===== src/rtl/rate_decoder_pkg.sv =====
// rate_decoder_pkg: shared rate table defaults, rate code width and FSM states.
// Also used by the rate counter so both ends agree on tick periods.
package rate_decoder_pkg;

    localparam int              RATE_W         = 2;
    localparam int              ERR_W          = 8;
    localparam int              NB_COUNTER_DEF = 32;
    localparam longint unsigned LIMIT_0_DEF    = 64'd8388608;
    localparam longint unsigned LIMIT_1_DEF    = 64'd16777216;
    localparam longint unsigned LIMIT_2_DEF    = 64'd33554432;
    localparam longint unsigned LIMIT_3_DEF    = 64'd67108864;
    localparam longint unsigned TOL_DEF        = 64'd2;

    typedef logic [RATE_W-1:0] rate_t;

    typedef enum logic [1:0] {
        IDLE      = 2'd0,
        MEASURE   = 2'd1,
        CANDIDATE = 2'd2,
        LOCKED    = 2'd3
    } state_t;

    // True when v lies within lim +/- tol, inclusive.
    function automatic logic in_win(
        input longint unsigned v,
        input longint unsigned lim,
        input longint unsigned tol
    );
        return (v + tol >= lim) && (v <= lim + tol);
    endfunction

endpackage


===== src/rtl/rate_decoder_if.sv =====
// rate_decoder_if: tick input and decoded rate outputs of the rate decoder.
// RATE_DECODER_ERR_CNT_EN adds the o_err_count signal.
interface rate_decoder_if;
    import rate_decoder_pkg::*;

    logic  i_valid;
    rate_t o_rate;
    logic  o_locked;
    logic  o_update;

`ifdef RATE_DECODER_ERR_CNT_EN
    logic [ERR_W-1:0] o_err_count;

    modport master (
        output i_valid,
        input  o_rate, o_locked, o_update, o_err_count
    );
    modport slave (
        input  i_valid,
        output o_rate, o_locked, o_update, o_err_count
    );
`else
    modport master (
        output i_valid,
        input  o_rate, o_locked, o_update
    );
    modport slave (
        input  i_valid,
        output o_rate, o_locked, o_update
    );
`endif

endinterface


===== src/rtl/rate_decoder_interval_meter.sv =====
// rate_decoder_interval_meter: rising-edge detector plus saturating interval
// counter; reports the cycle count between edges and a silence timeout.
module rate_decoder_interval_meter #(
    parameter int              NB_COUNTER = 32,
    parameter longint unsigned TMO        = 64'd67108866
) (
    input  logic                  clock,
    input  logic                  i_reset,
    input  logic                  valid_i,
    output logic                  edge_o,
    output logic [NB_COUNTER-1:0] interval_o,
    output logic                  timeout_o
);

    localparam logic [NB_COUNTER-1:0] ONE = {{(NB_COUNTER-1){1'b0}}, 1'b1};

    logic                  valid_q;
    logic [NB_COUNTER-1:0] cnt_q;
    logic [NB_COUNTER-1:0] cnt_d;

    assign edge_o     = valid_i & ~valid_q;
    assign interval_o = cnt_q;
    assign timeout_o  = ~edge_o & (64'(cnt_q) > TMO);

    // Restart at 1 on an edge so an edge L cycles later samples L.
    always_comb begin
        cnt_d = cnt_q;
        if (edge_o)
            cnt_d = ONE;
        else if (cnt_q != '1)
            cnt_d = cnt_q + ONE;
    end

    // Edge-detect history and interval counter.
    always_ff @(posedge clock) begin
        if (i_reset) begin
            valid_q <= 1'b0;
            cnt_q   <= '0;
        end else begin
            valid_q <= valid_i;
            cnt_q   <= cnt_d;
        end
    end

endmodule


===== src/rtl/rate_decoder.sv =====
// rate_decoder: matches tick intervals against the rate table and locks once
// two consecutive intervals agree. Option: RATE_DECODER_ERR_CNT_EN.
module rate_decoder
    import rate_decoder_pkg::*;
#(
    parameter int              NB_COUNTER = NB_COUNTER_DEF,
    parameter longint unsigned LIMIT_0    = LIMIT_0_DEF,
    parameter longint unsigned LIMIT_1    = LIMIT_1_DEF,
    parameter longint unsigned LIMIT_2    = LIMIT_2_DEF,
    parameter longint unsigned LIMIT_3    = LIMIT_3_DEF,
    parameter longint unsigned TOL        = TOL_DEF
) (
    input logic           clock,
    input logic           i_reset,
    rate_decoder_if.slave rd
);

    logic                  edge_w;
    logic                  timeout_w;
    logic [NB_COUNTER-1:0] interval_w;

    rate_decoder_interval_meter #(
        .NB_COUNTER (NB_COUNTER),
        .TMO        (LIMIT_3 + TOL)
    ) u_meter (
        .clock      (clock),
        .i_reset    (i_reset),
        .valid_i    (rd.i_valid),
        .edge_o     (edge_w),
        .interval_o (interval_w),
        .timeout_o  (timeout_w)
    );

    logic            hit;
    rate_t           code;
    longint unsigned ival;

    // Windows are disjoint, so at most one code can match.
    always_comb begin
        ival = 64'(interval_w);
        hit  = 1'b1;
        code = '0;
        unique case (1'b1)
            in_win(ival, LIMIT_0, TOL): code = 2'd0;
            in_win(ival, LIMIT_1, TOL): code = 2'd1;
            in_win(ival, LIMIT_2, TOL): code = 2'd2;
            in_win(ival, LIMIT_3, TOL): code = 2'd3;
            default:                    hit  = 1'b0;
        endcase
    end

    state_t state_q, state_d;
    rate_t  cand_q, cand_d;
    rate_t  rate_q, rate_d;
    logic   locked_q, locked_d;
    logic   update_q, update_d;

    // Next state; an edge always wins over a simultaneous timeout.
    always_comb begin
        state_d  = state_q;
        cand_d   = cand_q;
        rate_d   = rate_q;
        locked_d = locked_q;
        update_d = 1'b0;
        if (edge_w) begin
            unique case (state_q)
                IDLE: state_d = MEASURE;
                MEASURE: begin
                    if (hit) begin
                        cand_d  = code;
                        state_d = CANDIDATE;
                    end
                end
                CANDIDATE: begin
                    if (!hit) begin
                        state_d = MEASURE;
                    end else if (code == cand_q) begin
                        state_d  = LOCKED;
                        rate_d   = code;
                        locked_d = 1'b1;
                        update_d = 1'b1;
                    end else begin
                        cand_d = code;
                    end
                end
                LOCKED: begin
                    if (!hit) begin
                        state_d  = MEASURE;
                        locked_d = 1'b0;
                    end else if (code != rate_q) begin
                        cand_d   = code;
                        state_d  = CANDIDATE;
                        locked_d = 1'b0;
                    end
                end
                default: state_d = IDLE;
            endcase
        end else if (timeout_w) begin
            state_d  = IDLE;
            locked_d = 1'b0;
        end
    end

    // State and registered outputs.
    always_ff @(posedge clock) begin
        if (i_reset) begin
            state_q  <= IDLE;
            cand_q   <= '0;
            rate_q   <= '0;
            locked_q <= 1'b0;
            update_q <= 1'b0;
        end else begin
            state_q  <= state_d;
            cand_q   <= cand_d;
            rate_q   <= rate_d;
            locked_q <= locked_d;
            update_q <= update_d;
        end
    end

    assign rd.o_rate   = rate_q;
    assign rd.o_locked = locked_q;
    assign rd.o_update = update_q;

`ifdef RATE_DECODER_ERR_CNT_EN
    logic [ERR_W-1:0] err_q;
    logic [ERR_W-1:0] err_d;
    logic             err_hit;

    assign err_hit = (state_q == LOCKED) && (edge_w ? !hit : timeout_w);
    assign err_d   = (err_hit && err_q != '1) ? err_q + ERR_W'(1) : err_q;

    // Count locks lost to bad intervals or silence; cleared only by reset.
    always_ff @(posedge clock) begin
        if (i_reset)
            err_q <= '0;
        else
            err_q <= err_d;
    end

    assign rd.o_err_count = err_q;
`endif

endmodule

===== src/flat_wrapper.sv =====
// flat-port wrapper written by rule: the top's interface ports become plain ports
module rate_decoder_flat import rate_decoder_pkg::*;
#(
    parameter int              NB_COUNTER = NB_COUNTER_DEF,
    parameter longint unsigned LIMIT_0    = LIMIT_0_DEF,
    parameter longint unsigned LIMIT_1    = LIMIT_1_DEF,
    parameter longint unsigned LIMIT_2    = LIMIT_2_DEF,
    parameter longint unsigned LIMIT_3    = LIMIT_3_DEF,
    parameter longint unsigned TOL        = TOL_DEF
)
  (clock, i_reset, rd_i_valid, rd_o_rate, rd_o_locked, rd_o_update);
  rate_decoder_if rd_i ();
  input logic clock;
  input logic i_reset;
  input wire logic [$bits(rd_i.i_valid)-1:0] rd_i_valid;
  output wire logic [$bits(rd_i.o_rate)-1:0] rd_o_rate;
  output wire logic [$bits(rd_i.o_locked)-1:0] rd_o_locked;
  output wire logic [$bits(rd_i.o_update)-1:0] rd_o_update;
  assign rd_i.i_valid = rd_i_valid;
  assign rd_o_rate = rd_i.o_rate;
  assign rd_o_locked = rd_i.o_locked;
  assign rd_o_update = rd_i.o_update;
  rate_decoder #(.NB_COUNTER(NB_COUNTER), .LIMIT_0(LIMIT_0), .LIMIT_1(LIMIT_1), .LIMIT_2(LIMIT_2), .LIMIT_3(LIMIT_3), .TOL(TOL)) u_core (.clock(clock), .i_reset(i_reset), .rd(rd_i));
endmodule

===== config.mk =====
export PLATFORM = sky130hd
export DESIGN_NAME = rate_decoder_flat
export DESIGN_NICKNAME = d
export VERILOG_FILES = /design/src/rtl/rate_decoder_pkg.sv /design/src/rtl/rate_decoder_if.sv /design/src/rtl/rate_decoder_interval_meter.sv /design/src/rtl/rate_decoder.sv /design/src/flat_wrapper.sv
export SDC_FILE = /design/constraint.sdc
export NUM_CORES = 1
export LEC_CHECK = 0
export BUFFER_PORTS_ARGS = -buffer_cell sky130_fd_sc_hd__buf_2
export CELL_PAD_IN_SITES_DETAIL_PLACEMENT = 1
export CELL_PAD_IN_SITES_GLOBAL_PLACEMENT = 1
export CORE_UTILIZATION = 45
export DETAILED_ROUTE_END_ITERATION = 16
export MAX_ROUTING_LAYER = met4
export PLACE_DENSITY_LB_ADDON = 0.08
export SYNTH_ARGS = -nofsm -noshare
export SYNTH_HDL_FRONTEND = slang
export SYNTH_SLANG_ARGS = --single-unit

===== constraint.sdc =====
create_clock -name clock -period 3.6 [get_ports clock]
set_input_delay 0.72 -clock clock [delete_from_list [all_inputs] [get_ports clock]]
set_output_delay 0.72 -clock clock [all_outputs]
set_load 0.03 [all_outputs]

==> impl_metrics.csv, run 1 <==
group,metric,value,unit
outcome,status,"complete, no violations",
placed_design,portBuffers,6,
clocking,clock_latency,0.30,ns
sta,rsz0062_at_grt,"false",
sta,fmax,0.2948,GHz
grt,grt_pass1_vias,2399,
power,finalPower,0.9007,mW
yosys,synthMuxAreaShare,0.02362,
yosys,synth_nets,321,
power,ir_drop,0.1958,mV
critical_path,cp_max_fo,9,
finish,drive_gt1_frac,0.09688,
yosys,async_flop_share,0,
placed_design,hpwl,5157,um
grt,antenna_found_initial,0,
critical_path,crit_type,"register to register",
finish,syn2layout_area_growth,8.563,%
clocking,cts_buffers,5,
power,power.density,326.3,mW/mm^2
yosys,synthSimpleGateAreaFrac,0.3720,
sta,slew_headroom,0.4635,
grt,overflow,0,
floorplanning,ios,7,
yosys,syn_inst,314,
critical_path,worst-path-buf-inv,0,
yosys,synth_adder_area_share,0.01969,
sta,period_needed,3.392,ns
finish,finalNetCount,326,
drt,ant_nets,0,
power,p_leak,0.9568,nW
yosys,yosys_warnings,0,
yosys,netlist_area,0.002542,sq mm
clocking,clkSinkCount,41,
drt,route.detailed.drc,0,
drt,routedWlPerCell,17.71,um
yosys,synthFlopType,"dfxtp_1",
clocking,root_buffer,"clkbuf_8",
floorplanning,rows,27,
critical_path,r2r_setup_slack,0.21,ns
floorplanning,core_area,0.005473,sq mm
sta,drv_slew,0,
finish,num_antenna_cells,0,
placed_design,place_ws,0.3050,ns
sta,setup_viol,0,
sta,hold_viol,0,
sta,fin_ws,0.2084,ns
critical_path,critPathSlowestCell,"mux2i_1",
yosys,syn_area_per_cell,8.097,sq um
drt,first_pass_iters,4,
drt,viasPerCell,5.992,
yosys,synth_edf_count,0,
sta,worst_pin_slew,0.7974,ns
yosys,synth_top_family_by_area,"simple AND/OR/NAND/NOR gates",
worst_hold_path,hp-class,"register to register",
clocking,post_cts.repair.setup_buffers,0,
grt,grt_start_max_net_pins,17,
floorplanning,fp.dieH,77.17,um
critical_path,crit_chain,"and4_1, nand4_1, nor4_1, mux2i_1, a31oi_4, or3_4, a221oi_1, or3b_4, mux2i_1",
clocking,cts_resized,0,
clocking,clockBufferDepth,2,
floorplanning,start_util,0.4646,
sta,finClkSkew,0.004266,ns
yosys,ys_ff_latch,41,
clocking,cts.clk_slew.worst_paths,0.08,ns
clocking,cts_tree,"yes",
floorplanning,design.die.area,0.005954,sq mm
clocking,htreeDepth,2,
critical_path,worstPathRequired,3.84,ns
drt,num_vias,2349,
yosys,ys_types,57,
yosys,synthXorXnorAreaFrac,0.09301,
clocking,hold_buffers,0,
yosys,synth-compound-area-share,0.1407,
yosys,yosysTopAreaCellShare,0.3228,
yosys,ys_seq_area_frac,0.3228,
placed_design,globalplace.congestion,0.8430,
drt,drt_iter0_drc,117,
critical_path,crit_family,"simple AND/OR/NAND/NOR gates",
grt,grt_pass1_wl,11830,um
critical_path,critPathMaxStageDelay,0.52,ns
yosys,synth_top_cell_by_area,"dfxtp_1",
run,max_cap_violations,0,
sta,tns,0,ns
critical_path,endpoint_kind,"register",
yosys,synth_top_cells_by_area,"dfxtp_1 32%, xor2_1 6.9%, nor2_1 5.5%",
critical_path,arrival,3.63,ns
critical_path,startpoint_type,"register",
grt,track_usage,0.2588,
sta,period_share,0.9421,
drt,routed_wl,6941,um
floorplanning,die_w,77.17,um
critical_path,crit_top_cell,"mux2i_1",
finish,fin_util,0.5043,
==> where the power goes <==
group	internal (mW)	leakage [nW]	switching, mW
clock network	0.226	0.0574	0.177
logic	0.0114	0.568	0.0224
registers	0.457	0.331	0.00727
==> sequential cells by signal, summed over array words and instances, names as in the netlist <==
name / count
u_core.cand_q: 2
u_core.state_q: 2
u_core.rd.o_locked: 1
u_core.u_meter.interval_o: 32
u_core.rd.o_update: 1
u_core.u_meter.valid_q: 1
u_core.rd.o_rate: 2
==> Yosys cell counts, drive strengths merged, types with 6 or more instances <==
master and n:
nand2 31, xnor2 7, clkbuf 8, o21ai 7, nor2 37, mux2i 6
dfxtp 41, nand3 15, or3 11, a21oi 11, nand4 21, xor2 20
and3 7, nor4 9, inv 6, and2 6, nor3 11
==> area by class of cell <==
type                            count  area (sq um)
Clock buffer                        6         82.58
Clock inverter                      2         37.54
Fill cell                         681          2713
Inverter                            7         26.28
Multi-Input combinational cell    255          1650
Sequential cell                    41         820.8
Tap cell                           72         90.09
Timing Repair Buffer                9         52.55
==> stage by stage <==
stage	std cells	hold slack, ns	instance area [sq um]
finish	392	0.4746	2760
global route	392	0.5133	2760
CTS	392	0.4768	2760
detailed placement	384	0.4616	2640
global placement	384	0.4533	2640
floorplan	314	0.4816	2542
==> worst paths after layout <==
kind,depth (start not counted),to,startpoint
setup reg to reg,9,u_core.cand_q[1]$_SDFFE_PP0P_,u_core.u_meter.interval_o[23]$_SDFFE_PP0P_
setup / recovery,9,u_core.cand_q[1]$_SDFFE_PP0P_,u_core.u_meter.interval_o[23]$_SDFFE_PP0P_
hold reg to reg,2,u_core.rd.o_locked$_SDFFE_PP0P_,u_core.rd.o_locked$_SDFFE_PP0P_
hold / removal,2,u_core.rd.o_locked$_SDFFE_PP0P_,u_core.rd.o_locked$_SDFFE_PP0P_
==> worst min-delay path: cells and delay by family (launching register included) <==
family	cells	cell delay [ns]
AO/OA/AOI/OAI	1	0.06
buffers and inverters	1	0.05
flip-flops	1	0.31
==> cell usage in the layout (no fill, tap or decap), types with 2 or more instances in the layout <==
cell type / count
a211oi_1: 2
a21oi_1: 11
a221oi_1: 2
a311oi_1: 2
a31oi_1: 4
and2_1: 5
and3_1: 7
and4_1: 4
buf_2: 6
buf_4: 3
clkbuf_8: 6
dfxtp_1: 41
ha_1: 4
inv_1: 6
mux2i_1: 6
nand2_1: 31
nand2b_1: 5
nand3_1: 15
nand4_1: 20
nor2_1: 37
nor2b_1: 4
nor3_1: 10
nor4_1: 6
nor4_2: 2
o211ai_1: 3
o21ai_0: 5
o31ai_1: 4
or3_1: 10
or4_1: 3
xnor2_1: 7
xor2_1: 20
==> per-layer routing <==
layer  track usage  wire [um]  share of wire  vias to the layer above
li1              -          -              -                     1157
met5             -          0              0                        -
met3       0.03929        125          0.018                       13
met2        0.4106       3237           0.47                       21
met1        0.3283       3429           0.49                     1158
met4        0.1019        148          0.021                        0
==> logic make-up after synthesis <==
logic type | count (synthesis)
AND/OR/NAND/NOR | 171
AO/OA/AOI/OAI | 47
flip-flops | 41
XOR/XNOR | 27
buffers and inverters | 18
multiplexers | 6
adder cells (fa/ha/maj) | 4
No activity file was read; power rests on OpenSTA's default activity.
==> inputs of run 2 (changes only) <==
ABC_AREA = 1   (was default)
CORE_UTILIZATION = 44   (was 45)
clock period = 3.15 ns   (was 3.6 ns; I/O delays follow)
==> run 2 against run 1 <==
Design area grew 26%; sequential share of layout area fell by 5.9 points; clock skew is 0.0094 ns higher; non-clock buffer count grew 6; sequential power grew 16%.
==> impl_metrics.csv, run 2 <==
group,metric,value,unit
sta,tns,0,ns
clocking,root_buffer,"clkbuf_8",
power,netSwitchingFraction,0.3247,
yosys,synthMuxAreaShare,0,
yosys,synthSimpleGateAreaFrac,0.4865,
finish,final_cell_mix,"117 x nand2_1, 79 x inv_1, 68 x nor2_1",
yosys,yosysTopAreaCellShare,0.2572,
drt,routed_wl,10570,um
power,clockPowerShare,0.323,
sta,hold_viol,0,
yosys,syn_inst,531,
grt,antenna_found_initial,0,
drt,routedWlPerCell,16.47,um
floorplanning,core_area,0.006907,sq mm
yosys,ys_top_cells_by_count,"118 x nand2_1, 79 x inv_1, 68 x nor2_1",
yosys,synthXorXnorAreaFrac,0.01921,
yosys,yosys_warnings,0,
finish,num_antenna_cells,0,
finish,largest_register_ffs,32,
finish,fill_cells,1006,
grt,overflow,0,
placed_design,hpwl,8422,um
yosys,synth_adder_area_share,0.01568,
power,ir_drop,0.2948,mV
critical_path,endpoint_kind,"register",
yosys,synth_nets,538,
sta,worst_pin_slew,0.6428,ns
yosys,ys_ff_latch,41,
critical_path,path_depth,23,
clocking,clkSinkCount,41,
critical_path,critPathSlowestCell,"dfxtp_2",
drt,drt_iter0_drc,142,
floorplanning,die_w,87.17,um
critical_path,worst-path-buf-inv,3,
drt,ant_nets,0,
power,internal_power,0.7427,mW
drt,route.detailed.drc,0,
floorplanning,start_util,0.4621,
sta,period_needed,2.826,ns
yosys,ys_types,33,
yosys,synth_edf_count,0,
worst_hold_path,hp-class,"register to register",
floorplanning,rows,30,
power,power.density,317.2,mW/mm^2
yosys,synth_top_cells_by_area,"dfxtp_1 26%, nand2_1 14%, inv_1 9.3%",
critical_path,crit_family,"simple AND/OR/NAND/NOR gates",
finish,finalNetCount,552,
sta,rsz0062_at_grt,"false",
grt,grt_start_max_net_pins,20,
sta,fmax,0.3538,GHz
clocking,cts_buffers,5,
critical_path,arrival,3.06,ns
power,finalPower,1.100,mW
floorplanning,fp.dieH,87.17,um
clocking,clock_latency,0.30,ns
worst_hold_path,whs_path_depth,2,
power,power_frac_comb,0.186,
yosys,synth_top_family_by_area,"simple AND/OR/NAND/NOR gates",
grt,grt_pass1_wl,17420,um
drt,num_vias,3459,
power,p_switching,0.3570,mW
sta,setup_viol,0,
placed_design,portBuffers,6,
sta,finClkSkew,0.01370,ns
clocking,cts_tree,"yes",
yosys,synth.most_common_cell,"nand2_1",
critical_path,crit_chain,"ha_2, inv_1, nor2_1, nand2_2, nor2_4, nand2_1, nand2_1, nand2_2, inv_1, nand2_1, nor2_1, nand3_1, nand2_2, nand2_2, nand2_1, nand2_1, nand2_2, nand3_1, nand2_1, inv_2, nand2_2, nand2_1, a21oi_2",
grt,grt_pass1_vias,3580,
critical_path,startpoint_type,"register",
finish,fin_util,0.5020,
finish,final_common_cell,"nand2_1",
drt,viasPerCell,5.388,
critical_path,crit_top_cell,"nand2_1",
finish,drive_gt1_frac,0.1557,
finish,syn2layout_area_growth,8.624,%
sta,period_share,0.8972,
yosys,netlist_area,0.003192,sq mm
clocking,cts.clk_slew.worst_paths,0.09,ns
clocking,clockBufferDepth,2,
grt,track_usage,0.3089,
sta,drv_slew,0,
outcome,status,"complete, no violations",
yosys,ys_seq_area_frac,0.2572,
clocking,post_cts.repair.setup_buffers,0,
yosys,synth_top_cell_by_area,"dfxtp_1",
critical_path,crit_type,"register to register",
yosys,synth-compound-area-share,0.1113,
drt,first_pass_iters,4,
yosys,async_flop_share,0,
floorplanning,design.die.area,0.007599,sq mm
critical_path,reg2regPathDepth,23,
yosys,synthFlopType,"dfxtp_1",
critical_path,critPathMaxStageDelay,0.41,ns
sta,slew_headroom,0.5675,
power,p_leak,1.465,nW
placed_design,globalplace.congestion,0.9130,
floorplanning,ios,7,
critical_path,cp_max_fo,8,
power,seqPwrFrac,0.491,
run,max_cap_violations,0,
yosys,syn_area_per_cell,6.011,sq um
critical_path,worstPathRequired,3.38,ns
clocking,htreeDepth,2,
## run 2: cell types whose count changed after synthesis, moves of 8 or more
cell / change
nand2_1: +87
inv_1: +73
nor2_1: +31
nand3_1: +27
nand2_2: +22
o21ai_0: +21
nor2_2: +17
xor2_1: -15
a21oi_1: +12
or3_1: -10
nor2_4: +8
nor3_1: +8
## run 2: what timing repair did
item | in CTS | in global routing
gates resized for setup | 0 | 6
hold buffers | 0 | 0
endpoints found under the setup margin | 0 | 7
## run 2: logic make-up after synthesis
kind of cell / count (synthesis)
buffers and inverters: 91
flip-flops: 41
adder cells (fa/ha/maj): 4
AO/OA/AOI/OAI: 63
AND/OR/NAND/NOR: 325
XOR/XNOR: 7
## run 2: worst reg2reg max path, cell delays in order, from the launching register on
cell and delay [ns]:
dfxtp_2 0.41, ha_2 0.24, inv_1 0.06, nor2_1 0.17, nand2_2 0.15, nor2_4 0.17, nand2_1 0.07, nand2_1 0.07
nand2_2 0.08, inv_1 0.07, nand2_1 0.05, nor2_1 0.13, nand3_1 0.14, nand2_2 0.13, nand2_2 0.08, nand2_1 0.08
nand2_1 0.07, nand2_2 0.12, nand3_1 0.11, nand2_1 0.10, inv_2 0.05, nand2_2 0.06, nand2_1 0.06, a21oi_2 0.11
## run 2: final timing paths
kind	from	endpoint	slack (ns)
worst max-delay path	u_core.u_meter.interval_o[2]$_SDFFE_PP0P_	u_core.state_q[0]$_SDFFE_PP0P_	0.32
worst min-delay path	u_core.rd.o_locked$_SDFFE_PP0P_	u_core.rd.o_locked$_SDFFE_PP0P_	0.49
worst max register to register	u_core.u_meter.interval_o[2]$_SDFFE_PP0P_	u_core.state_q[0]$_SDFFE_PP0P_	0.32
worst min register to register	u_core.rd.o_locked$_SDFFE_PP0P_	u_core.rd.o_locked$_SDFFE_PP0P_	0.49
## run 2: layout make-up
type,count,area (sq um),area share
multi-input cells,399,2029,0.5853
flip-flops and latches,41,825.8,0.2382
inverters,83,311.5,0.08986
well taps,96,120.1,0.03464
repair buffers,15,97.59,0.02815
clock buffers,6,72.57,0.02093
clock inverters,2,10.01,0.002887
## run 2: power groups by stage
stage	Sequential (mW)	Clock, mW	Combinational (mW)
4_1_cts	0.540	0.360	0.204
5_1_grt	0.541	0.377	0.229
2_1_floorplan	0.550	0	0.148
3_3_place_gp	0.552	0	0.198
3_5_place_dp	0.552	0	0.203
6_report	0.540	0.356	0.204
## run 2: stage by stage
| step | setup WS [ns] | instance area (sq um) | hold slack, ns | cells |
|---|---|---|---|---|
| after floorplan | 0.7322 | 3192 | 0.4542 | 531 |
| after global placement | 0.2551 | 3369 | 0.4641 | 634 |
| after detailed placement | 0.2030 | 3369 | 0.4808 | 634 |
| after CTS | 0.1617 | 3452 | 0.5011 | 642 |
| after global routing | 0.03123 | 3467 | 0.5248 | 642 |
| final | 0.3237 | 3467 | 0.4932 | 642 |
## run 2: routing by layer
| metal | vias to the layer above | GRT usage | wire length (um) |
|---|---|---|---|
| met1 | 1632 | 0.3767 | 4821 |
| met2 | 72 | 0.5132 | 4915 |
| met3 | 29 | 0.03981 | 410 |
| met5 | - | - | 0 |
| li1 | 1726 | - | - |
| met4 | 0 | 0.1311 | 424 |
==> inputs of run 3 (changes only) <==
ABC_AREA = 0   (was 1)
CORE_UTILIZATION = 45   (was 44)
==> run 3 against run 2 <==
Via count is 29% lower; first-iteration DRC count is 13% lower; die area shrank 22%; critical path type unchanged; critical endpoint is now u_core.cand_q[0]$_SDFFE_PP0P_.
==> impl_metrics.csv, run 3 (same netlist as run 1, synthesis figures left out) <==
group,metric,value,unit
outcome,status,"complete, no violations",
finish,final_common_cell,"dfxtp_1",
placed_design,placed_cells,399,
floorplanning,fp.dieH,77.17,um
power,seqPwrFrac,0.550,
sta,period_share,0.9742,
finish,num_antenna_cells,0,
critical_path,crit_family,"simple AND/OR/NAND/NOR gates",
drt,first_pass_iters,4,
critical_path,arrival,3.26,ns
worst_hold_path,whs_path_depth,2,
grt,grt_pass1_wl,11780,um
run,max_cap_violations,0,
sta,slew_headroom,0.5072,
drt,routed_wl,7185,um
placed_design,globalplace.congestion,0.8429,
power,power_frac_comb,0.046,
clocking,hold_buffers,0,
power,p_switching,0.2253,mW
critical_path,r2r_start,"u_core.u_meter.interval_o[15]$_SDFFE_PP0P_",
clocking,clkSinkCount,41,
floorplanning,core_area,0.005473,sq mm
critical_path,critPathSlowestCell,"a2111o_1",
clocking,cts_tree,"yes",
sta,setup_viol,0,
critical_path,r2r_setup_slack,0.08,ns
grt,grt_pass1_vias,2437,
finish,syn2layout_area_growth,14.96,%
grt,track_usage,0.2543,
finish,final_cell_mix,"40 x dfxtp_1, 37 x nor2_1, 31 x nand2_1",
sta,finClkSkew,0.007540,ns
critical_path,startpoint_type,"register",
critical_path,path_depth,9,
power,netSwitchingFraction,0.2345,
grt,overflow,0,
clocking,clockBufferDepth,2,
critical_path,endpoint,"u_core.cand_q[0]$_SDFFE_PP0P_",
power,internal_power,0.7355,mW
floorplanning,design.die.area,0.005954,sq mm
drt,ant_nets,0,
sta,period_needed,3.069,ns
critical_path,cp_max_fo,7,
critical_path,endpoint_kind,"register",
critical_path,critPathMaxStageDelay,0.46,ns
power,p_leak,1.063,nW
finish,largest_register_ffs,32,
sta,fmax,0.3259,GHz
grt,antenna_found_initial,0,
placed_design,hpwl,5235,um
sta,rsz0062_at_grt,"true",
floorplanning,start_util,0.4646,
critical_path,cp-startpoint,"u_core.u_meter.interval_o[15]$_SDFFE_PP0P_",
clocking,cts.clk_slew.worst_paths,0.08,ns
floorplanning,die_w,77.17,um
finish,drive_gt1_frac,0.1691,
sta,tns,0,ns
floorplanning,rows,27,
sta,hold_viol,0,
power,finalPower,0.9608,mW
finish,fin_cells,409,
critical_path,crit_chain,"nor4_2, nand4_1, or3_1, a2111o_1, a31oi_4, or3_4, a221oi_2, or3b_4, mux2i_1",
critical_path,rr_endpoint,"u_core.cand_q[0]$_SDFFE_PP0P_",
power,power.density,328.7,mW/mm^2
drt,route.detailed.drc,0,
drt,routedWlPerCell,17.57,um
power,clockPowerShare,0.404,
drt,drt_iter0_drc,123,
sta,hold_slack,0.4756,ns
grt,grt_start_max_net_pins,22,
drt,num_vias,2441,
power,ir_drop,0.2639,mV
critical_path,reg2regPathDepth,9,
clocking,root_buffer,"clkbuf_8",
clocking,clock_latency,0.30,ns
finish,finalNetCount,343,
drt,viasPerCell,5.968,
placed_design,portBuffers,6,
critical_path,crit_type,"register to register",
sta,worst_pin_slew,0.7324,ns
sta,drv_slew,0,
critical_path,worstPathRequired,3.34,ns
critical_path,worst-path-buf-inv,0,
clocking,htreeDepth,2,
floorplanning,ios,7,
clocking,cts_buffers,5,
worst_hold_path,hp-class,"register to register",
run 3: changes by cell type in the layout (fill, tap and decap cells not counted), sizes merged, moves of 15 or more:
cell | previous run | this run
nand2 | 140 | 31
nor2 | 93 | 37
o21ai | 29 | 7
a21oi | 26 | 11
inv | 83 | 6
xor2 | 5 | 20
nand3 | 43 | 15
run 3: power groups by stage:
stage                     sequential, mW  clock [mW]  combinational (mW)
after floorplan                    0.540           0              0.0279
after global placement             0.540           0              0.0423
after detailed placement           0.540           0              0.0425
after CTS                          0.528       0.399              0.0431
after global routing               0.529       0.407              0.0497
final                              0.528       0.388              0.0439
run 3: layout make-up:
| type | instances | area [sq um] |
|---|---|---|
| fillers | 683 | 2550 |
| clock buffers | 7 | 96.34 |
| flip-flops and latches | 41 | 822.0 |
| repair buffers | 26 | 180.2 |
| inverters | 7 | 26.28 |
| well taps | 72 | 90.09 |
| multi-input cells | 255 | 1703 |
| clock inverters | 1 | 5.005 |
run 3: how the worst min path moves through the flow:
stage	from	endpoint	slack [ns]
after floorplan	u_core.cand_q[0]$_SDFFE_PP0P_	u_core.cand_q[0]$_SDFFE_PP0P_	0.48
after global placement	u_core.rd.o_locked$_SDFFE_PP0P_	u_core.rd.o_locked$_SDFFE_PP0P_	0.46
after detailed placement	u_core.rd.o_locked$_SDFFE_PP0P_	u_core.rd.o_locked$_SDFFE_PP0P_	0.46
after CTS	u_core.rd.o_locked$_SDFFE_PP0P_	u_core.rd.o_locked$_SDFFE_PP0P_	0.48
after global routing	u_core.rd.o_locked$_SDFFE_PP0P_	u_core.rd.o_locked$_SDFFE_PP0P_	0.49
final	u_core.rd.o_locked$_SDFFE_PP0P_	u_core.rd.o_locked$_SDFFE_PP0P_	0.48
run 3: what timing repair did:
item                       4_1_cts  5_1_grt
setup endpoints to repair        2        8
resized for setup                1        9
buffers inserted                 0        2
pin swaps                        0        4
run 3: layer usage:
metal	GRT usage	routed length, um	up-vias	part of all wire
li1	-	-	1192	-
met2	0.4080	3395	37	0.47
met5	-	0	-	0
met3	0.03214	218	9	0.030
met1	0.3275	3460	1203	0.48
met4	0.08868	110	0	0.015
run 3: worst min-delay path: stages (launching register included):
cell and delay (ns):
dfxtp_1 0.31, inv_1 0.05, a221oi_1 0.06
run 3: stage by stage:
step | setup WS [ns] | cell area (sq um) | utilization
finish | 0.08112 | 2923 | 0.5341
global route | -0.02655 | 2923 | 0.5341
floorplan | 0.2906 | 2542 | -
detailed placement | 0.07695 | 2753 | 0.5030
CTS | 0.03482 | 2860 | 0.5226
global placement | 0.07451 | 2753 | 0.5030
